## config.mk

```make
export PLATFORM = sky130hd
export DESIGN_NAME = fetch_unit
export DESIGN_NICKNAME = d
export VERILOG_FILES = /design/src/rtl/fetch_unit_pkg.sv /design/src/rtl/fetch_fifo.sv /design/src/rtl/fetch_unit.sv
export SDC_FILE = /design/constraint.sdc
export NUM_CORES = 1
export LEC_CHECK = 0
export ABC_AREA = 1
export CELL_PAD_IN_SITES_DETAIL_PLACEMENT = 1
export CELL_PAD_IN_SITES_GLOBAL_PLACEMENT = 2
export CORE_ASPECT_RATIO = 1.2
export CORE_MARGIN = 2
export CORE_UTILIZATION = 37
export CTS_CLUSTER_DIAMETER = 30
export CTS_CLUSTER_SIZE = 25
export DETAILED_ROUTE_END_ITERATION = 8
export DONT_BUFFER_PORTS = 1
export MAX_ROUTING_LAYER = met4
export PLACE_DENSITY = 0.91
export SYNTH_ARGS = -nofsm -noshare
export SYNTH_HDL_FRONTEND = slang
export SYNTH_SLANG_ARGS = --single-unit
```

## constraint.sdc

```tcl
create_clock -name clk -period 9.1 [get_ports clk]
set_clock_uncertainty 0.2 [all_clocks]
set_input_delay 1.82 -clock clk [delete_from_list [all_inputs] [get_ports clk]]
set_output_delay 1.82 -clock clk [all_outputs]
set_load 0.01 [all_outputs]
```

## src/rtl/fetch_unit_pkg.sv

```systemverilog
// ----------------------------------------------------------------------------
// fetch_unit_pkg
// Shared core definitions for the instruction fetch slice:
//   FETCH_ADDRWIDTH  default width of PC / instruction memory address
//   FETCH_RESET_PC   default first fetch byte address after reset
//   fetch_entry_t    one buffered instruction {pc, instr}
//   fetch_state_t    fetch control FSM encoding
// ----------------------------------------------------------------------------
package fetch_unit_pkg;

   localparam int                         FETCH_ADDRWIDTH = 32;
   localparam logic [FETCH_ADDRWIDTH-1:0] FETCH_RESET_PC  = 32'h0000_0000;

   // Depth of the decoupling buffer between memory and decode. Two entries
   // are what a one-cycle memory needs to sustain one instruction per cycle.
   localparam logic [1:0] FETCH_FIFO_DEPTH = 2'd2;

   // The pc field is sized by the package default; the top converts to and
   // from its own ADDRWIDTH when writing and reading entries.
   typedef struct packed {
      logic [FETCH_ADDRWIDTH-1:0] pc;
      logic [31:0]                instr;
   } fetch_entry_t;

   typedef enum logic {
      ST_BOOT = 1'b0,
      ST_RUN  = 1'b1
   } fetch_state_t;

endpackage

```

## src/rtl/fetch_fifo.sv

```systemverilog
// ----------------------------------------------------------------------------
// fetch_fifo
// Two-entry instruction buffer. Entry 0 is always the head.
// Ports:
//   clk, rst    clock, asynchronous active-high reset
//   push        write push_entry this cycle
//   pop         remove the head this cycle
//   flush       drop all entries (wins over push and pop)
//   push_entry  {pc, instr} to store
//   count       number of valid entries (0..2)
//   head        oldest entry; zero after reset
// ----------------------------------------------------------------------------
module fetch_fifo
   import fetch_unit_pkg::*;
(
   input  logic         clk,
   input  logic         rst,
   input  logic         push,
   input  logic         pop,
   input  logic         flush,
   input  fetch_entry_t push_entry,
   output logic [1:0]   count,
   output fetch_entry_t head
);

   fetch_entry_t ent0;
   fetch_entry_t ent1;

   assign head = ent0;

   always_ff @(posedge clk or posedge rst) begin
      if (rst) begin
         count <= 2'd0;
         ent0  <= '0;
         ent1  <= '0;
      end else if (flush) begin
         count <= 2'd0;
      end else begin
         case ({push, pop})
            2'b10: begin
               if (count != FETCH_FIFO_DEPTH) begin
                  if (count == 2'd0) ent0 <= push_entry;
                  else               ent1 <= push_entry;
                  count <= count + 2'd1;
               end
            end
            2'b01: begin
               if (count != 2'd0) begin
                  ent0  <= ent1;
                  count <= count - 2'd1;
               end
            end
            2'b11: begin
               // The issuer never lets push and pop meet at a full buffer,
               // so with one entry the new word simply replaces the head.
               // The full-buffer branch is kept as a plain shift for safety.
               if (count == 2'd1) begin
                  ent0 <= push_entry;
               end else if (count == 2'd0) begin
                  ent0  <= push_entry;
                  count <= 2'd1;
               end else begin
                  ent0 <= ent1;
                  ent1 <= push_entry;
               end
            end
            default: ;
         endcase
      end
   end

endmodule

```

## src/rtl/fetch_unit.sv

```systemverilog
// ----------------------------------------------------------------------------
// fetch_unit
// Instruction fetch front end. Issues word reads to a memory whose data is
// valid the cycle after rd_addr is registered, buffers up to two fetched
// instructions and hands them to decode with a valid/ready handshake.
//
// Handshake: out_valid depends only on registered state and, once high,
// out_pc/out_instr hold until out_valid && out_ready is seen at a rising
// edge (the transfer); a redirect may retract out_valid by flushing.
//
// Ports:
//   clk             clock, all state on rising edge
//   cpu_rst         asynchronous active-high reset
//   rd_addr         registered memory word address (pc >> 2)
//   rd_data         memory read data for the previous cycle's rd_addr
//   redirect_valid  restart fetching at redirect_pc (bits [1:0] ignored)
//   redirect_pc     new fetch byte address
//   out_valid       out_instr/out_pc hold a valid instruction
//   out_ready       decode accepts the instruction
//   out_instr       fetched instruction word
//   out_pc          byte address of out_instr
// ----------------------------------------------------------------------------
module fetch_unit
   import fetch_unit_pkg::*;
#(
   parameter int                   ADDRWIDTH = FETCH_ADDRWIDTH,
   parameter logic [ADDRWIDTH-1:0] RESET_PC  = ADDRWIDTH'(FETCH_RESET_PC)
) (
   input  logic                 clk,
   input  logic                 cpu_rst,
   output logic [ADDRWIDTH-1:0] rd_addr,
   input  logic [31:0]          rd_data,
   input  logic                 redirect_valid,
   input  logic [ADDRWIDTH-1:0] redirect_pc,
   output logic                 out_valid,
   input  logic                 out_ready,
   output logic [31:0]          out_instr,
   output logic [ADDRWIDTH-1:0] out_pc
);

   localparam logic [ADDRWIDTH-1:0] PC_STEP    = ADDRWIDTH'(4);
   localparam logic [ADDRWIDTH-1:0] ALIGN_MASK = ~ADDRWIDTH'(3);

   fetch_state_t         state;
   fetch_state_t         state_nxt;

   logic [ADDRWIDTH-1:0] req_pc;
   logic [ADDRWIDTH-1:0] inflight_pc;
   logic                 inflight;

   logic                 issue;
   logic [ADDRWIDTH-1:0] issue_pc;
   logic                 pop;
   logic                 push;
   logic                 flush;
   logic [2:0]           occupancy;
   logic [1:0]           fifo_count;
   fetch_entry_t         push_entry;
   fetch_entry_t         head_entry;

   // ---------------------------------------------------------------- FSM
   always_ff @(posedge clk or posedge cpu_rst) begin
      if (cpu_rst) state <= ST_BOOT;
      else         state <= state_nxt;
   end

   always_comb begin
      state_nxt = state;
      case (state)
         ST_BOOT: state_nxt = ST_RUN;
         ST_RUN:  state_nxt = ST_RUN;
         default: state_nxt = ST_BOOT;
      endcase
   end

   // ------------------------------------------------------- issue control
   always_comb begin
      pop       = out_valid & out_ready;
      // Slots already committed after this cycle's pop: buffered words plus
      // the word arriving from memory now. A new request needs a free slot.
      occupancy = {1'b0, fifo_count} + {2'b00, inflight} - {2'b00, pop};
      issue     = (occupancy < 3'd2);
      issue_pc  = req_pc;
      if (state == ST_BOOT) begin
         issue    = 1'b1;
         issue_pc = RESET_PC;
      end
      if (redirect_valid) begin
         issue    = 1'b1;
         issue_pc = redirect_pc & ALIGN_MASK;
      end
      // The word returning during a redirect belongs to the old stream.
      flush            = redirect_valid;
      push             = inflight & ~redirect_valid;
      push_entry.pc    = FETCH_ADDRWIDTH'(inflight_pc);
      push_entry.instr = rd_data;
   end

   always_ff @(posedge clk or posedge cpu_rst) begin
      if (cpu_rst) begin
         req_pc      <= RESET_PC;
         rd_addr     <= RESET_PC >> 2;
         inflight    <= 1'b0;
         inflight_pc <= RESET_PC;
      end else begin
         inflight <= issue;
         if (issue) begin
            rd_addr     <= issue_pc >> 2;
            inflight_pc <= issue_pc;
            req_pc      <= issue_pc + PC_STEP;
         end
      end
   end

   // ------------------------------------------------------------ buffer
   fetch_fifo u_fifo (
      .clk        (clk),
      .rst        (cpu_rst),
      .push       (push),
      .pop        (pop),
      .flush      (flush),
      .push_entry (push_entry),
      .count      (fifo_count),
      .head       (head_entry)
   );

   assign out_valid = (fifo_count != 2'd0);
   assign out_instr = head_entry.instr;
   assign out_pc    = ADDRWIDTH'(head_entry.pc);

endmodule

```

# After elaboration in Yosys (flattened, before gate mapping)
# Index checks and enable logic that the tools add are counted.
# word_totals
regBits	226
out_inout_bits	97
inputBits	68
# op_classes
eq_ne	13
reduce_logical	8
bitwise_logic	3
n_lt_le_gt_ge	1
mux	20
n_addsub	5
# ops
operator	count
2-to-1 mux 64 bit	8
one-hot mux 64 bit (3 select lines)	1
one-hot mux 64 bit (2 select lines)	1
2-to-1 mux 32 bit	2
adder 32 x 3 -> 32 bit, second input constant	1
2-to-1 mux 2 bit	5
AND reduction 5 bit	2
!= test 2 bit, second input constant	3
!= test 3 x 2 -> 1 bit, second input constant	2
!= test 3 bit, second input constant	2
one-hot mux 2 bit (3 select lines)	1
equality test 2 x 1 -> 1 bit, second input constant	2
equality test 2 bit, second input constant	2
!= test 2 x 1 -> 1 bit, second input constant	2
AND reduction 4 bit	1
nonzero test 2 bit	2
nonzero test 4 bit	1
adder 2 x 1 -> 3 bit	1
less-than comparator 3 x 2 -> 1 bit, second input constant	1
nonzero test 3 bit	1
subtractor 3 x 1 -> 3 bit	1
adder 2 x 1 -> 2 bit, second input constant	1
AND 1 bit	2
zero test 2 bit	1
other kinds (3)	4

# Depth between registers and ports, before layout
# Gate-level depths: netlist of the first run.
# logic_depth
ltp_word	6
mapped_depth	17

# Cells and area by module
# Synthesis of the first run repeated with hierarchy kept, for this count alone.
# hier_totals
cells_unflattened	1491
hier_area_um2	10694.0
# modules_own_cells
mod	cells_per_inst	area_per_inst_um2	n_inst
fetch_fifo	956	6869.1	1
fetch_unit	535	3824.9	1

# Worst setup path after synthesis of the first run
# Ideal clock, no wire load.
# synth_path
path_kind	in2reg
from	input out_ready
to	register req_pc[12]
arrival_time_ns	3.631
setup_time_ns	0.087
stages	12
setup_slack_ns	5.182
required_time_ns	8.813
cell_sequence	nand2_2 inv_2 nand2_1 a21oi_1 fa_1 a21oi_1 o21ai_0 nand2_1 buf_2 buf_1 nand2_1 o211ai_1
# synth_between
elab_chain_len	5
# synth_rtl
element	line_no	text
start: declaration	fetch_unit.sv:36	input logic out_ready,
AND 1 bit	fetch_unit.sv:78	pop = out_valid & out_ready;
subtractor 3 x 1 -> 3 bit	fetch_unit.sv:81	occupancy = {1'b0, fifo_count} + {2'b00, inflight} - {2'b00, pop};
less-than comparator 3 x 2 -> 1 bit	fetch_unit.sv:82	issue = (occupancy < 3'd2);
2-to-1 mux 1 bit	fetch_unit.sv:84	if (state == ST_BOOT) begin
2-to-1 mux 1 bit	fetch_unit.sv:88	if (redirect_valid) begin
end signal: assignment	fetch_unit.sv:110	req_pc <= issue_pc + PC_STEP;
end: declaration	fetch_unit.sv:47	logic [ADDRWIDTH-1:0] req_pc;
# No other way between the ends.
# A chain may end at the register's enable or synchronous reset.

# Worst setup path after layout of the first run
# layout_path
from	input out_ready
to	register req_pc[19]
# Same word-level chain as after synthesis.

==> results of run 1 <==
## cells in the final DEF (no fill, tap or decap), types with 3 or more instances in the layout
cell type and count:
nand3_1 52, conb_1 5, nand2_2 6, nor2_4 6, nand2_1 358, o211ai_1 64, o21ai_1 10, o21bai_1 7
ha_1 4, nor2_1 56, o21ai_2 3, inv_6 3, clkbuf_16 17, o21ai_0 148, o21a_1 6, or2_2 3
nand3_2 3, dfrtp_1 188, nor2_2 10, inv_2 7, a21oi_1 22, clkinvlp_4 3, nor3_1 3, inv_1 99
clkbuf_1 3, buf_4 8
## worst max-delay path: stages
cell and delay [ps]:
nand2_2 90, inv_2 90, nand2_1 110, a21oi_1 90
fa_1 380, o21ai_0 370, nand2_1 140, inv_2 360
buf_4 510, nor2_1 160, nand3_1 120, nand3_1 80
## sequential cells by signal, indices dropped and copies added (netlist names)
name,count
u_fifo.ent1,62
inflight_pc,30
inflight,1
u_fifo.head,62
state,1
u_fifo.count,2
req_pc,30
## logic make-up (layout without fill, tap and decap cells)
family / after synthesis / after routing / synth area share (%)
simple gates: 503 / 503 / 22.7
other cells: 2 / 6 / 0.0817
fa+ha+maj: 5 / 5 / 0.763
compound gates: 265 / 265 / 16.8
flops: 188 / 188 / 51.2
buf+inv: 179 / 149 / 8.37
## layout make-up
| type | instances | area [µm²] | area share (%) |
|---|---|---|---|
| diodes | 1 | 2.50 | 0.0252 |
| repair buffers | 8 | 60.1 | 0.604 |
| inverters | 109 | 422 | 4.24 |
| flip-flops and latches | 188 | 4700 | 47.3 |
| clock buffers | 20 | 437 | 4.39 |
| well taps | 325 | 407 | 4.09 |
| multi-input cells | 778 | 3770 | 37.9 |
| clock inverters | 12 | 139 | 1.40 |
## Yosys cell counts (10+ instances only)
master / number / area (µm²)
o21ai_0: 148 / 741
o211ai_1: 64 / 480
buf_4: 12 / 90.1
nand3_1: 53 / 265
inv_1: 100 / 375
nand2_1: 359 / 1350
a21oi_1: 22 / 110
o21ai_1: 10 / 50.1
clkbuf_1: 30 / 113
buf_2: 20 / 100
nor2_2: 11 / 68.8
dfrtp_1: 188 / 4700
nor2_1: 56 / 210
## report_power, final
group / total, µW / leakage [µW] / switching, µW / internal, µW
combinational: 994 / 0.00220 / 696 / 298
sequential: 1530 / 0.00233 / 329 / 1200
clock: 751 / 0.000273 / 343 / 408
total: 3270 / 0.00480 / 1370 / 1910
## routing by layer
metal  track usage (%)  part of all wire (%)
met1              25.9                    45
met2              34.8                    50
met3              3.89                   3.8
met4              5.67                   1.4
met5                 -                     0
## through the flow
| step | area [µm²] | hold WS (ps) | setup WS (ps) | utilization [%] |
|---|---|---|---|---|
| after global placement | 9360 | 259 | 4450 | 38.1 |
| after global routing | 9940 | 307 | 4610 | 40.4 |
| after CTS | 9930 | 286 | 4880 | 40.4 |
| after detailed placement | 9360 | 267 | 4400 | 38.1 |
| final | 9940 | 286 | 4890 | 40.4 |
| after floorplan | 9200 | 242 | 1970 | - |
## worst min-delay path by stage
stage / slack (ps) / from / end
after floorplan: 240 / req_pc[3]$_DFFE_PP0P_ / req_pc[3]$_DFFE_PP0P_
after global placement: 260 / req_pc[3]$_DFFE_PP0P_ / req_pc[3]$_DFFE_PP0P_
after detailed placement: 270 / req_pc[20]$_DFFE_PP0P_ / req_pc[20]$_DFFE_PP0P_
after CTS: 290 / req_pc[20]$_DFFE_PP0P_ / req_pc[20]$_DFFE_PP0P_
after global routing: 310 / u_fifo.ent1[48]$_DFFE_PP0P_ / u_fifo.ent1[48]$_DFFE_PP0P_
final: 290 / req_pc[20]$_DFFE_PP0P_ / req_pc[20]$_DFFE_PP0P_
==> flow_summary.json, run 1 <==
{
  "vias": 7410,
  "grt_pass1_wl_mm": 41.2,
  "fmax_mhz": 237,
  "crit_path_max_fanout": 49,
  "period_needed_ps": 4210,
  "grtUsageTotal_pct": 20.8,
  "netlist_instances": 1142,
  "num_rows": 63,
  "viasPerCell": 5.14,
  "cts_max_path_buffers": 2,
  "maxCapViolCount": 0,
  "rsz0062_at_grt": "no",
  "drt_first_iter_violations": 364,
  "dr.pass1.iters": 4,
  "fin_tns_setup_ps": 0,
  "leakage_uw": 0.00480,
  "clk_pin_slew_ps": 70,
  "worstReg2RegEnd": "req_pc[19]$_DFFE_PP0P_",
  "synth_edf_count": 0,
  "design.core.area_um2": 24600,
  "hp-class": "flip-flop to flip-flop",
  "crit_start": "out_ready",
  "ir_drop_mv": 0.143,
  "drive_above_1_share_pct": 7.44,
  "cts_buffers": 17,
  "fillCellCount": 2996,
  "grt_pass1_vias": 7593,
  "dp_hpwl_mm": 17.2,
  "cts_tree": "done",
  "power.total_uw": 3270,
  "fin_cells": 1441,
  "dp.cells": 1408,
  "cts.sinks": 188,
  "rr_worst_depth": 15,
  "hold_violations": 0,
  "slew_violations": 0,
  "ant_nets": 0,
  "clock_latency_ps": 450,
  "drt-total-wl_mm": 25.7,
  "synth_seq_area_share_pct": 51.2,
  "min_path_cells": 2,
  "cts.hold.buffers_added": 0,
  "die_h_um": 177,
  "htree_levels": 4,
  "synth-seq-cells": 188,
  "finalSetupViolCount": 0,
  "async_flop_share_pct": 100,
  "io_buffers": 0,
  "worstSetupEndpoint": "req_pc[19]$_DFFE_PP0P_",
  "root_buffer": "clkbuf_16",
  "status": "complete, no violations",
  "synthFlopType": "dfrtp_1",
  "grt-ovfl-total": 0,
  "crit_required_ps": 9220,
  "crit_type": "input port to flip-flop",
  "synth_cell_types": 37,
  "synth_area_per_cell_um2": 8.05,
  "nets": 1175,
  "worst_pin_slew_ps": 1110,
  "wl_per_cell_um": 17.9,
  "slew_headroom_pct": 26.3,
  "cp-start-kind": "input port",
  "io_pins": 165,
  "crit_arrival_ps": 4340,
  "r2r_slack_ps": 5260,
  "r2r-start": "u_fifo.count[1]$_DFFE_PP0P_",
  "fp.dieArea_um2": 26100,
  "ys_warn_count": 0,
  "syn_area_um2": 9190,
  "ctsResizeCount": 0,
  "post_cts_buffers": 0,
  "start_util_pct": 37.4,
  "min_period_over_period_pct": 46.3,
  "place_congestion": 0.794,
  "remaining_drc_errors": 0,
  "p_per_area_nw_per_um2": 330,
  "die_x_um": 148,
  "syn2layout_area_growth_pct": 8.14,
  "antenna_found_initial": 1,
  "crit_path_end_kind": "flip-flop",
  "grt_max_degree": 125
}
(Power assumes the default switching activity.)
==> inputs of run 2 (changes only) <==
Clock period 9.1 ns to 4.3 ns, I/O delays scaled along.
==> flow_summary.json, run 2 (same netlist as run 1, synthesis figures left out) <==
{
  "p_comb_share_pct": 30.6,
  "maxCapViolCount": 0,
  "final_cell_mix": "nand2_1 (358), dfrtp_1 (188), o21ai_0 (148)",
  "path_cells": "inv_1, ha_1, inv_2, nand2_2, inv_2, nand2_1, a21oi_1, fa_1, o21ai_0, nand2_1, inv_2, buf_4, buf_4, nand2_1, nand3_1",
  "num_rows": 63,
  "crit_type": "flip-flop to flip-flop",
  "cts.sinks": 188,
  "finalSetupViolCount": 0,
  "antenna_found_initial": 1,
  "fmax_mhz": 274,
  "hold_violations": 0,
  "post_cts_buffers": 0,
  "r2r_slack_ps": 650,
  "grtUsageTotal_pct": 21.0,
  "slowest_stage": "dfrtp_1",
  "clk_pin_slew_ps": 70,
  "cp_num_buf_inv": 6,
  "crit_path_max_fanout": 24,
  "remaining_drc_errors": 0,
  "fp.dieArea_um2": 26100,
  "viasPerCell": 5.17,
  "die_h_um": 177,
  "ant_nets": 0,
  "crit_arrival_ps": 3820,
  "rsz0062_at_grt": "no",
  "grt_max_degree": 122,
  "seqPwrFrac_pct": 45.8,
  "io_buffers": 0,
  "crit_start": "u_fifo.count[1]$_DFFE_PP0P_",
  "clockPowerShare_pct": 23.6,
  "slew_headroom_pct": 47.3,
  "r2r-start": "u_fifo.count[1]$_DFFE_PP0P_",
  "ctsResizeCount": 0,
  "slew_violations": 0,
  "dr_wl_met2_mm": 13.1,
  "p_sw_share_pct": 41.1,
  "period_needed_ps": 3650,
  "vias": 7492,
  "place_congestion": 0.802,
  "power.switching_uw": 2900,
  "grt_pass1_vias": 7740,
  "syn2layout_area_growth_pct": 9.52,
  "final_common_cell": "nand2_1",
  "fin_tns_setup_ps": 0,
  "p_int_uw": 4160,
  "cts_buffers": 17,
  "crit_family": "buffers and inverters",
  "drive_above_1_share_pct": 8.28,
  "io_pins": 165,
  "ir_drop_mv": 0.268,
  "nets": 1183,
  "drt-total-wl_mm": 26.1,
  "start_util_pct": 37.4,
  "worst_pin_slew_ps": 788,
  "seq_area_um2": 4700,
  "wl_met1_mm": 11.4,
  "p_per_area_nw_per_um2": 702,
  "grt-ovfl-total": 0,
  "cts_tree": "done",
  "wl_per_cell_um": 18.0,
  "multi_input_area_um2": 3770,
  "root_buffer": "clkbuf_16",
  "dr.pass1.iters": 4,
  "dp_hpwl_mm": 17.9,
  "design.core.area_um2": 24600,
  "worst_hold_slack_ps": 82.1,
  "grt_pass1_wl_mm": 41.9,
  "clock_latency_ps": 440,
  "cp-start-kind": "flip-flop",
  "cts_max_path_buffers": 2,
  "cts.hold.buffers_added": 0,
  "htree_levels": 4,
  "drt_first_iter_violations": 255,
  "critPathMaxStageDelay_ps": 410,
  "wl_met3_mm": 1.13,
  "hp-class": "input port to async pin",
  "leakage_uw": 0.00488,
  "status": "complete, no violations",
  "min_period_over_period_pct": 84.8,
  "fillCellCount": 3007,
  "crit_path_end_kind": "flip-flop",
  "crit_required_ps": 4470,
  "die_x_um": 148,
  "highest_layer": "met4"
}
-- run 2: changes by cell type in the layout (fill, tap and decap cells not counted), moves of 2 or more --
cell | before | now
inv_8 | 2 | 0
clkinvlp_4 | 3 | 1
clkbuf_1 | 3 | 1
clkinv_4 | 2 | 5
buf_4 | 8 | 14
buf_12 | 0 | 2
clkbuf_8 | 0 | 2
-- run 2: area by class of cell --
class	count	share of cell area (%)
antenna	2	0.0497
clock buffer	20	4.54
clock inverter	12	1.60
inverter	109	4.15
multi-input combinational	778	37.4
sequential	188	46.7
tap	325	4.04
timing repair buffer	16	1.44
-- run 2: power groups by stage --
stage,clock (µW),combinational (µW),sequential [µW]
CTS,1710,2200,3240
global route,1780,2530,3330
finish,1670,2160,3230
detailed placement,0,2170,3270
global placement,0,2080,3240
floorplan,0,1660,3070
-- run 2: path summary, 6_finish.rpt --
path,endpoint,cells past startpoint
worst max-delay path,req_pc[24]$_DFFE_PP0P_,15
worst min-delay path,u_fifo.ent1[23]$_DFFE_PP0P_,1
worst max register to register,req_pc[24]$_DFFE_PP0P_,15
max in group asynchronous,u_fifo.ent1[2]$_DFFE_PP0P_,2
worst min register to register,req_pc[3]$_DFFE_PP0P_,2
min in group clk,req_pc[3]$_DFFE_PP0P_,2
-- run 2: layer usage --
metal / track usage [%] / up-vias
li1: - / 3648
met1: 25.1 / 3676
met2: 35.7 / 141
met3: 4.59 / 27
met4: 6.31 / 0
met5: - / -
-- run 2: per-stage QoR --
stage,util (%),total power [µW],cells,instance area [µm²],worst slack [ps]
final,40.9,7060,1450,10100,652
after global routing,40.9,7640,1449,10100,334
after CTS,40.9,7160,1448,10100,659
after detailed placement,38.4,5450,1416,9440,680
after global placement,38.4,5320,1416,9440,787
after floorplan,-,4740,1145,9200,820
